### config.mk
export PLATFORM = sky130hd
export DESIGN_NAME = capture_arbiter
export DESIGN_NICKNAME = d
export VERILOG_FILES = /design/src/rtl/capture_arbiter_pkg.sv /design/src/rtl/capture_arbiter_rr_arbiter.sv /design/src/rtl/capture_arbiter.sv
export SDC_FILE = /design/constraint.sdc
export NUM_CORES = 1
export LEC_CHECK = 0
export CORE_MARGIN = 2
export CORE_UTILIZATION = 43
export DETAILED_ROUTE_END_ITERATION = 10
export HOLD_SLACK_MARGIN = 0.12
export PLACE_DENSITY_LB_ADDON = 0.25
export SLEW_MARGIN = 15
export SYNTH_ARGS = -nofsm -noshare
export SYNTH_HDL_FRONTEND = slang
export SYNTH_HIERARCHICAL = 1
export SYNTH_SLANG_ARGS = --single-unit
### constraint.sdc
create_clock -name clk -period 2.14 [get_ports clk]
set_input_delay 0.428 -clock clk [delete_from_list [all_inputs] [get_ports clk]]
set_output_delay 0.428 -clock clk [all_outputs]
set_load 0.02 [all_outputs]
### src/rtl/capture_arbiter_pkg.sv
// Shared constants, state encoding and parameter check for the capture arbiter.
package capture_arbiter_pkg;

  localparam int CNT_W = 8;

  typedef logic [0:0] state_t;
  localparam state_t ST_IDLE = 1'b0;
  localparam state_t ST_WAIT = 1'b1;

  function automatic bit params_ok(input int size, input int delay, input int nreq);
    return (size >= 1) && (delay >= 1) && (delay <= 255) && (nreq >= 2) && (nreq <= 8);
  endfunction

endpackage

### src/rtl/capture_arbiter_rr_arbiter.sv
// Combinational round-robin pick: first set request searching upward from ptr+1.
module rr_arbiter #(
  parameter int NREQ = 4
) (
  input  logic [NREQ-1:0]         req,
  input  logic [$clog2(NREQ)-1:0] ptr,
  output logic [NREQ-1:0]         pick,
  output logic [$clog2(NREQ)-1:0] pick_idx
);

  localparam int PTR_W = $clog2(NREQ);

  always_comb begin
    automatic int  idx;
    automatic bit  found;
    pick     = '0;
    pick_idx = '0;
    found    = 1'b0;
    for (int k = 1; k <= NREQ; k++) begin
      idx = (int'(ptr) + k) % NREQ;
      if (!found && req[idx]) begin
        found     = 1'b1;
        pick[idx] = 1'b1;
        pick_idx  = PTR_W'(idx);
      end
    end
  end

endmodule

### src/rtl/capture_arbiter.sv
// Round-robin scheduler sharing one capture register; captures the winner's word
// DELAY cycles after the grant and pulses done.
//
// state   | meaning
// IDLE    | no grant outstanding, arbitrating on req
// WAIT    | grant held, counting down to the capture edge
module capture_arbiter
  import capture_arbiter_pkg::*;
#(
  parameter int SIZE  = 8,
  parameter int DELAY = 2,
  parameter int NREQ  = 4
) (
  input  logic                 clk,
  input  logic                 rst,
  input  logic [NREQ-1:0]      req,
  input  logic [NREQ*SIZE-1:0] in_bus,
  output logic [NREQ-1:0]      gnt,
  output logic [SIZE-1:0]      out,
  output logic                 done,
  output logic                 busy
);

  localparam int PTR_W = $clog2(NREQ);

  if (!params_ok(SIZE, DELAY, NREQ)) begin : g_bad_params
    $error("capture_arbiter: illegal SIZE/DELAY/NREQ combination");
  end

  state_t             state;
  logic [CNT_W-1:0]   cnt;
  logic [PTR_W-1:0]   ptr;
  logic [NREQ-1:0]    pick;
  logic [PTR_W-1:0]   pick_idx;

  rr_arbiter #(.NREQ(NREQ)) u_rr (
    .req      (req),
    .ptr      (ptr),
    .pick     (pick),
    .pick_idx (pick_idx)
  );

  assign busy = (state == ST_WAIT);

  // ptr doubles as the current winner while in WAIT
  always_ff @(posedge clk) begin
    if (rst) begin
      state <= ST_IDLE;
      gnt   <= '0;
      out   <= '0;
      done  <= 1'b0;
      cnt   <= '0;
      ptr   <= PTR_W'(NREQ - 1);
    end else begin
      done <= 1'b0;
      if (state == ST_IDLE) begin
        if (|req) begin
          gnt   <= pick;
          ptr   <= pick_idx;
          cnt   <= CNT_W'(DELAY);
          state <= ST_WAIT;
        end
      end else begin
        if (!req[ptr]) begin
          gnt   <= '0;
          state <= ST_IDLE;
        end else if (cnt == CNT_W'(1)) begin
          out   <= in_bus[int'(ptr)*SIZE +: SIZE];
          done  <= 1'b1;
          gnt   <= '0;
          state <= ST_IDLE;
        end else begin
          cnt <= cnt - CNT_W'(1);
        end
      end
    end
  end

endmodule

Word-level counts from Yosys, hierarchy flattened
Cells that the tools add are included.

word-level totals
  output and inout port bits = 14
  logic and storage cells = 101
  register bits after elaboration = 24

cells by class
  bitwise operators = 9
  shift operators = 1
  equal/unequal tests = 4
  reduce and logical (&&, ||, !) cells = 21
  muxes and demuxes = 46
  add/sub/neg operators = 5
  $lt $le $gt $ge = 9

operator list
  kind                   number
  $mux W4                8
  $mux W8                4
  $shiftx A32 B6 Y8      1
  $mux W1                21
  $lt A3 B4 Y1 const B   4
  $ge A3 B1 Y1 const B   4
  $or A4 B4 Y4           3
  $bmux W1 S2            5
  $demux W1 S2           4
  $eq A8 B1 Y1 const B   1
  $mux W2                4
  $reduce_or A2 Y1       4
  $sub A8 B1 Y8 const B  1
  $logic_and A1 B1 Y1    7
  $reduce_and A3 Y1      2
  $add A2 B1 Y2 const B  2
  $add A2 B2 Y2 const B  2
  $and A1 B1 Y1 const A  4
  $reduce_and A2 Y1      2
  $reduce_or A4 Y1       1
  $logic_not A1 Y1       3
  $lt A2 B3 Y1 const B   1
  $ne A3 B2 Y1 const B   1
  $reduce_or A3 Y1       1
  4 further kinds        5

Depth between registers and ports, before layout
  word-level depth = 18
  gate-level depth with buffers = 8
  depth with buffers taken out = 7

Hierarchy
The synthesis kept the hierarchy.

by module, submodules not included
  module           cells an instance  seq. area each (µm²)  area each (µm²)  instances
  capture_arbiter  143                480.5                 1,348.8          1
  rr_arbiter       59                 0.0                   494.2            1

Least setup slack after synthesis
No wires, ideal clock.

  path type = register to register
  start = register ptr[0]
  end = register gnt[1]
  path slack = -0.058 ns
  cell stages (with the launch flop) = 9
  clock period less this slack = 2.198 ns
  arrival = 2.075 ns
  path buffers = 1
  path through = dfxtp_1 buf_6 inv_1 ha_1 mux4_2 nand2_1 o21ai_1 a221o_1 o2bb2ai_1

on the way
  longest elaborated chain between the ends = 16
  elaborated cells on any way between the ends = 67
  classes of those cells = add/sub: 4; order compare: 8; eq/ne: 1; mux: 32; bitwise: 7; reduce/logical: 15

ends and longest elaborated chain
  what                                                                  RTL line                                                            text
  from (decl)                                                           capture_arbiter.sv:32                                               logic [PTR_W-1:0] ptr;
  from (signal assigned)                                                capture_arbiter.sv:53                                               ptr <= PTR_W'(NREQ - 1);
  from (signal assigned)                                                capture_arbiter.sv:59                                               ptr <= pick_idx;
  $add A2 B1 Y2                                                         capture_arbiter_rr_arbiter.sv:20                                    idx = (int'(ptr) + k) % NREQ;
  $reduce_or A2 Y1 (no source line) or $bmux W1 S2 (tied branches)      n/a
  $and A1 B1 Y1 (no source line) or $mux W1 (tied branches)             n/a
  $lt A3 B4 Y1 (implied by the code), or another cell as far along      capture_arbiter_rr_arbiter.sv:23                                    pick[idx] = 1'b1;
  $logic_and A1 B1 Y1 (implied by the code) or $mux W1 (tied branches)  capture_arbiter_rr_arbiter.sv:23, capture_arbiter_rr_arbiter.sv:21
  $mux W1 (implied by the code) or $logic_not A1 Y1 (tied branches)     capture_arbiter_rr_arbiter.sv:23, capture_arbiter_rr_arbiter.sv:21
  $demux W1 S2 or $logic_and A1 B1 Y1 (tied branches)                   n/a
  $mux W4 or $mux W1 (tied branches)                                    capture_arbiter_rr_arbiter.sv:21                                    if (!found && req[idx]) begin
  $or A4 B4 Y4 (no source line) or $logic_not A1 Y1 (tied branches)     n/a
  $mux W4 or $logic_and A1 B1 Y1 (tied branches)                        capture_arbiter_rr_arbiter.sv:21
  $or A4 B4 Y4 (no source line) or $mux W1 (tied branches)              n/a
  $mux W4 or $logic_not A1 Y1 (tied branches)                           capture_arbiter_rr_arbiter.sv:21
  $or A4 B4 Y4 (no source line) or $logic_and A1 B1 Y1 (tied branches)  n/a
  $mux W4 *                                                             capture_arbiter_rr_arbiter.sv:21
  named net pick[1]                                                     capture_arbiter.sv:33                                               logic [NREQ-1:0] pick;
  $mux W4 *                                                             capture_arbiter.sv:57                                               if (|req) begin
  $mux W4 *                                                             capture_arbiter.sv:56                                               if (state == ST_IDLE) begin
  to (signal assigned)                                                  capture_arbiter.sv:58                                               gnt <= pick;
  to (decl)                                                             capture_arbiter.sv:18                                               output logic [NREQ-1:0] gnt,

The timed path passes the listed nets; every way through them passes the cells marked *. The select of a mux whose other input is x is not followed.
A chain may end at the register's enable or synchronous reset.

Worst setup path in the final report
  start = input port req[2]
  end = register gnt[0]

on the way
  longest elaborated chain between the ends = 15
  elaborated cells on any way between the ends = 37
  classes of those cells = eq/ne: 1; mux: 24; bitwise: 3; reduce/logical: 9

ends and longest elaborated chain
  what                                         RTL line                          text
  from (decl)                                  capture_arbiter.sv:16             input logic [NREQ-1:0] req,
  $bmux W1 S2                                  capture_arbiter_rr_arbiter.sv:21
  $mux W1 (implied by the code) (2 in series)  capture_arbiter_rr_arbiter.sv:21
  $mux W1                                      capture_arbiter_rr_arbiter.sv:21
  $logic_not A1 Y1                             capture_arbiter_rr_arbiter.sv:21
  $logic_and A1 B1 Y1                          capture_arbiter_rr_arbiter.sv:21
  $mux W1                                      capture_arbiter_rr_arbiter.sv:21
  $logic_not A1 Y1                             capture_arbiter_rr_arbiter.sv:21
  $logic_and A1 B1 Y1                          capture_arbiter_rr_arbiter.sv:21
  $mux W1                                      capture_arbiter_rr_arbiter.sv:21
  $logic_not A1 Y1                             capture_arbiter_rr_arbiter.sv:21
  $logic_and A1 B1 Y1                          capture_arbiter_rr_arbiter.sv:21
  $mux W4 *                                    capture_arbiter_rr_arbiter.sv:21
  named net pick[0]                            capture_arbiter.sv:33
  $mux W4 *                                    capture_arbiter.sv:57
  $mux W4 *                                    capture_arbiter.sv:56

Marks and branches as above.

==> results.md <==
- Run status: completed
- Synth Net Count: 250
- Biggest cell delay along the critical path: ~0.6 ns
- Number of I/O pins: 52
- Endpoint of the most critical register-to-register path: gnt[0]
- Static Leakage: approximately 1 nW
- Kind of end point of the critical path: register
- Highest-delay cell along the critical path: sky130_fd_sc_hd__clkdlybuf4s50_1
- Number of maximum-capacitance constraint violations: 0
- Number of cells traversed by the worst register-to-register path: 7
- Antenna diodes: 0
- Dpl cells: 317
- Synth area leaders: sky130_fd_sc_hd__dfxtp_1, sky130_fd_sc_hd__mux4_2, sky130_fd_sc_hd__ha_1
- Portion of total power attributed to the clock network: between 20% and 30%
- Total routed wirelength: around 4.6 mm
- Most frequently used flop master after synthesis: sky130_fd_sc_hd__dfxtp_1
- Critical path depth: 7
- Hold Violations, Final: 0
- CP endpoint: gnt[0]
- Number of detailed-route iterations in the first pass: 4
- Critical Path AT: around 2.2 ns
- Mean area per synthesized cell: roughly 9.1 um2
- Worst setup path start: req[2]
- CP delay by family, top: buffers and inverters
- Antenna violations before repair: 0
- Full die area: 4826 um2
- Worst setup slack after layout: 0.1310 ns
- Total power per unit cell area: 715.0 nW/um2
- Slew at the pin closest to its max-slew limit: roughly 0.46 ns
- Number of failing setup endpoints in the final timing report: 0
- Series of cell instances along the critical path: clkdlybuf4s50_1 > and3b_2 > a21oi_1 > o41ai_2 > buf_4 > a221o_1 > o2bb2ai_1
- Std-Cell Rows: 23
- Global router's overall resource usage: between 10% and 20%
- Total half-perimeter wirelength after legalization and detailed placement: about 3.5 mm
- H-tree levels: 1
- Proportion of synthesized flip-flops having asynchronous set or reset: 0%
- Fraction of power consumed by sequential logic: between 20% and 30%
- Count of flip-flops with a built-in enable after synthesis: 0
- Count of input and output buffers: 51
- Post-synthesis cell count: a little over 200
- CTS tree: yes
- Number of global-route vias before repair: 1773
- Slew Viols, Final: 0
- Initial cell density of the core: between 40 and 50%
- Pin count of the biggest net entering global routing: 20
- Sequential element share of the synthesized area: a little over a quarter
- Crit share post-route: 93.88%
- Required arrival time at the worst endpoint: around 2.3 ns
- Fraction of final layout cells with drive strength greater than 1: 21.40%
- Worst relative slew slack: roughly 70%
- Clock latency reported for the late side of the worst-skew pair: 0.27 ns
- Max Freq: roughly 500 MHz
- Category of the worst setup path launch point: input port
- Net switching power: between 0.0006 and 0.0007 W
- Global-route wire length before repair: between 7 and 8 mm
- DRT iter0 DRCs: 108
- Post-detailed-route via-to-cell ratio: 5.685
- Seq. cell area: 481.7 um2
- Nets: 320
- Final Wtd Congestion: 0.8287
- Post-detailed-route count of antenna-violating nets: 0
- Number of buffer and inverter instances along the worst setup path: 2
- Post-Synthesis Cell Area: between 1500 and 2000 um2
- Crit path kind: in2reg
- Root buf cell: sky130_fd_sc_hd__clkbuf_8
- Min-Delay Path Class: reg2reg
- Clock-pin transition on the worst setup and hold timing paths: about 0.090 ns
- CP max FO: 9
- Placeable core region: 4058 um2
- Synthesis-to-layout area growth: 42.77%
- DRC: 0
- Switching portion of total power: 34.89%
- Clock buffer count from CTS: 3
- # hold bufs at CTS: 0
- Total number of vias: 1825
- Synth area leader: sky130_fd_sc_hd__dfxtp_1
- Die extent in y: roughly 69 um
- Fill cell count: about 350
- Maximum vdd drop: around 330 uV
- Logic gate share of total power: around 50%
- Area used by multi-input combinational logic: between 1000 and 1500 um2
- CTS sink cnt: 24
- Setup clock skew after layout: 0.005438 ns
- Yosys warning count: 6
- Internal portion of total power: around 0.0012 W
- CTS Buffer Depth: 2
- Global route total overflow: 0
- Drt wl/cell: ~14 um
- Yosys top cell area share: around a quarter
- Min Tclk post-route: around 2.0 ns
- Worst setup slack after placement: -0.1740 ns
- Setup repair after global routing missed its margin: no
- Reg2Reg Setup Slack: 0.15 ns
- Reg-to-Reg Start: ptr[0]
- Setup tns final: 0 ns
- Die W: roughly 69 um
- Number of distinct library cells after synthesis: 53
- Synthesized flop and latch total: 24
- Final non-filler cell total: around 320
[stage by stage]
step                cell area (um2)  power [W]  hold slack [ns]  utilization, %
finish                         2631   0.001881           0.4798           64.85
global route                   2631   0.002004           0.5025           64.85
CTS                            2624   0.001885           0.4795           64.66
detailed placement             2552   0.001486           0.4682           62.90
global placement               2552   0.001474           0.4616           62.90
floorplan                      1844   0.001175           0.4897               -
[synthesized netlist by cell type (all sizes together) (2+ instances only)]
| cell | count |
|---|---|
| mux2i | 2 |
| a31oi | 3 |
| nand3 | 14 |
| ha | 10 |
| mux4 | 11 |
| dfxtp | 24 |
| a221o | 4 |
| nand2b | 5 |
| o2bb2ai | 4 |
| o211ai | 6 |
| clkbuf | 7 |
| nor2 | 11 |
| a21oi | 14 |
| o21ai | 16 |
| or4 | 4 |
| a22oi | 2 |
| nor3 | 2 |
| nor3b | 2 |
| mux2 | 2 |
| nand4 | 2 |
| nand3b | 2 |
| buf | 7 |
| and3b | 2 |
| nand2 | 15 |
| and4 | 2 |
| and2b | 2 |
| a211oi | 2 |
| inv | 7 |
| nor2b | 3 |
[cell families after synthesis]
| kind of cell | count (synthesis) | synth area share, % |
|---|---|---|
| AOI/OAI and AO/OA | 62 | 24.10 |
| adders and majority gates | 10 | 6.789 |
| buffers and inverters | 21 | 6.178 |
| DFF | 24 | 26.07 |
| muxes | 15 | 15.75 |
| and+or+nand+nor | 70 | 21.11 |
[power by group through the flow]
stage	Clock [W]	Combinational, W	Sequential, W
global placement	0	0.000925	0.000548
floorplan	0	0.000600	0.000575
global route	0.000421	0.00104	0.000548
CTS	0.000406	0.000940	0.000540
finish	0.000396	0.000946	0.000540
detailed placement	0	0.000936	0.000550
[flip-flops by register name, summed over array words and instances, names as in the netlist]
name  count
gnt       4
busy      1
out       8
cnt       8
done      1
ptr       2
[worst min-delay path by stage]
stage	from	end	slack, ns	depth (start not counted)
final	out[5]	out[5]	0.48	2
after global routing	out[5]	out[5]	0.50	2
after CTS	out[6]	out[6]	0.48	2
after detailed placement	out[6]	out[6]	0.47	2
after global placement	out[1]	out[1]	0.46	2
after floorplan	cnt[3]	cnt[3]	0.49	2
[routing by layer]
layer	vias to the layer above	routed length [um]	GRT usage, %	share of wire [%]
met5	-	0	0	0
met4	0	0	5.229	0
met3	0	223	2.471	4.9
met2	50	2281	33.55	50
met1	853	2073	25.36	45
li1	922	-	-	-
[placed cells by master, fill, tap and decap left out, types with 3 or more instances in the layout]
| cell type | n |
|---|---|
| sky130_fd_sc_hd__a21oi_1 | 14 |
| sky130_fd_sc_hd__or4_1 | 3 |
| sky130_fd_sc_hd__inv_1 | 7 |
| sky130_fd_sc_hd__clkdlybuf4s50_1 | 49 |
| sky130_fd_sc_hd__buf_4 | 27 |
| sky130_fd_sc_hd__nor2_1 | 10 |
| sky130_fd_sc_hd__nand3_1 | 14 |
| sky130_fd_sc_hd__ha_1 | 9 |
| sky130_fd_sc_hd__nand2b_1 | 5 |
| sky130_fd_sc_hd__nand2_1 | 15 |
| sky130_fd_sc_hd__a221o_1 | 4 |
| sky130_fd_sc_hd__clkbuf_8 | 3 |
| sky130_fd_sc_hd__o2bb2ai_1 | 4 |
| sky130_fd_sc_hd__o21ai_1 | 5 |
| sky130_fd_sc_hd__o21ai_0 | 11 |
| sky130_fd_sc_hd__o211ai_1 | 6 |
| sky130_fd_sc_hd__nor2b_1 | 3 |
| sky130_fd_sc_hd__a31oi_1 | 3 |
| sky130_fd_sc_hd__mux4_2 | 11 |
| sky130_fd_sc_hd__dfxtp_1 | 23 |
[worst min-delay path: stages, from the launching register on]
cell                      delay [ns]
sky130_fd_sc_hd__dfxtp_1        0.32
sky130_fd_sc_hd__o21ai_0        0.06
sky130_fd_sc_hd__a21oi_1        0.06
[final cells by class]
cell class | instances | area share, %
multi-input cells | 157 | 47.55
repair buffers | 79 | 28.06
flip-flops and latches | 24 | 18.31
well taps | 50 | 2.378
clock buffers | 3 | 1.569
clock inverters | 1 | 1.141
inverters | 7 | 0.9986
[timing repair]
action | 4_1_cts | 5_1_grt
gates resized for setup | 0 | 3
setup buffers | 0 | 0
endpoints found under the setup margin | 0 | 6
endpoints found under the hold margin | 0 | 0
Power figures use the tool's default switching activity.
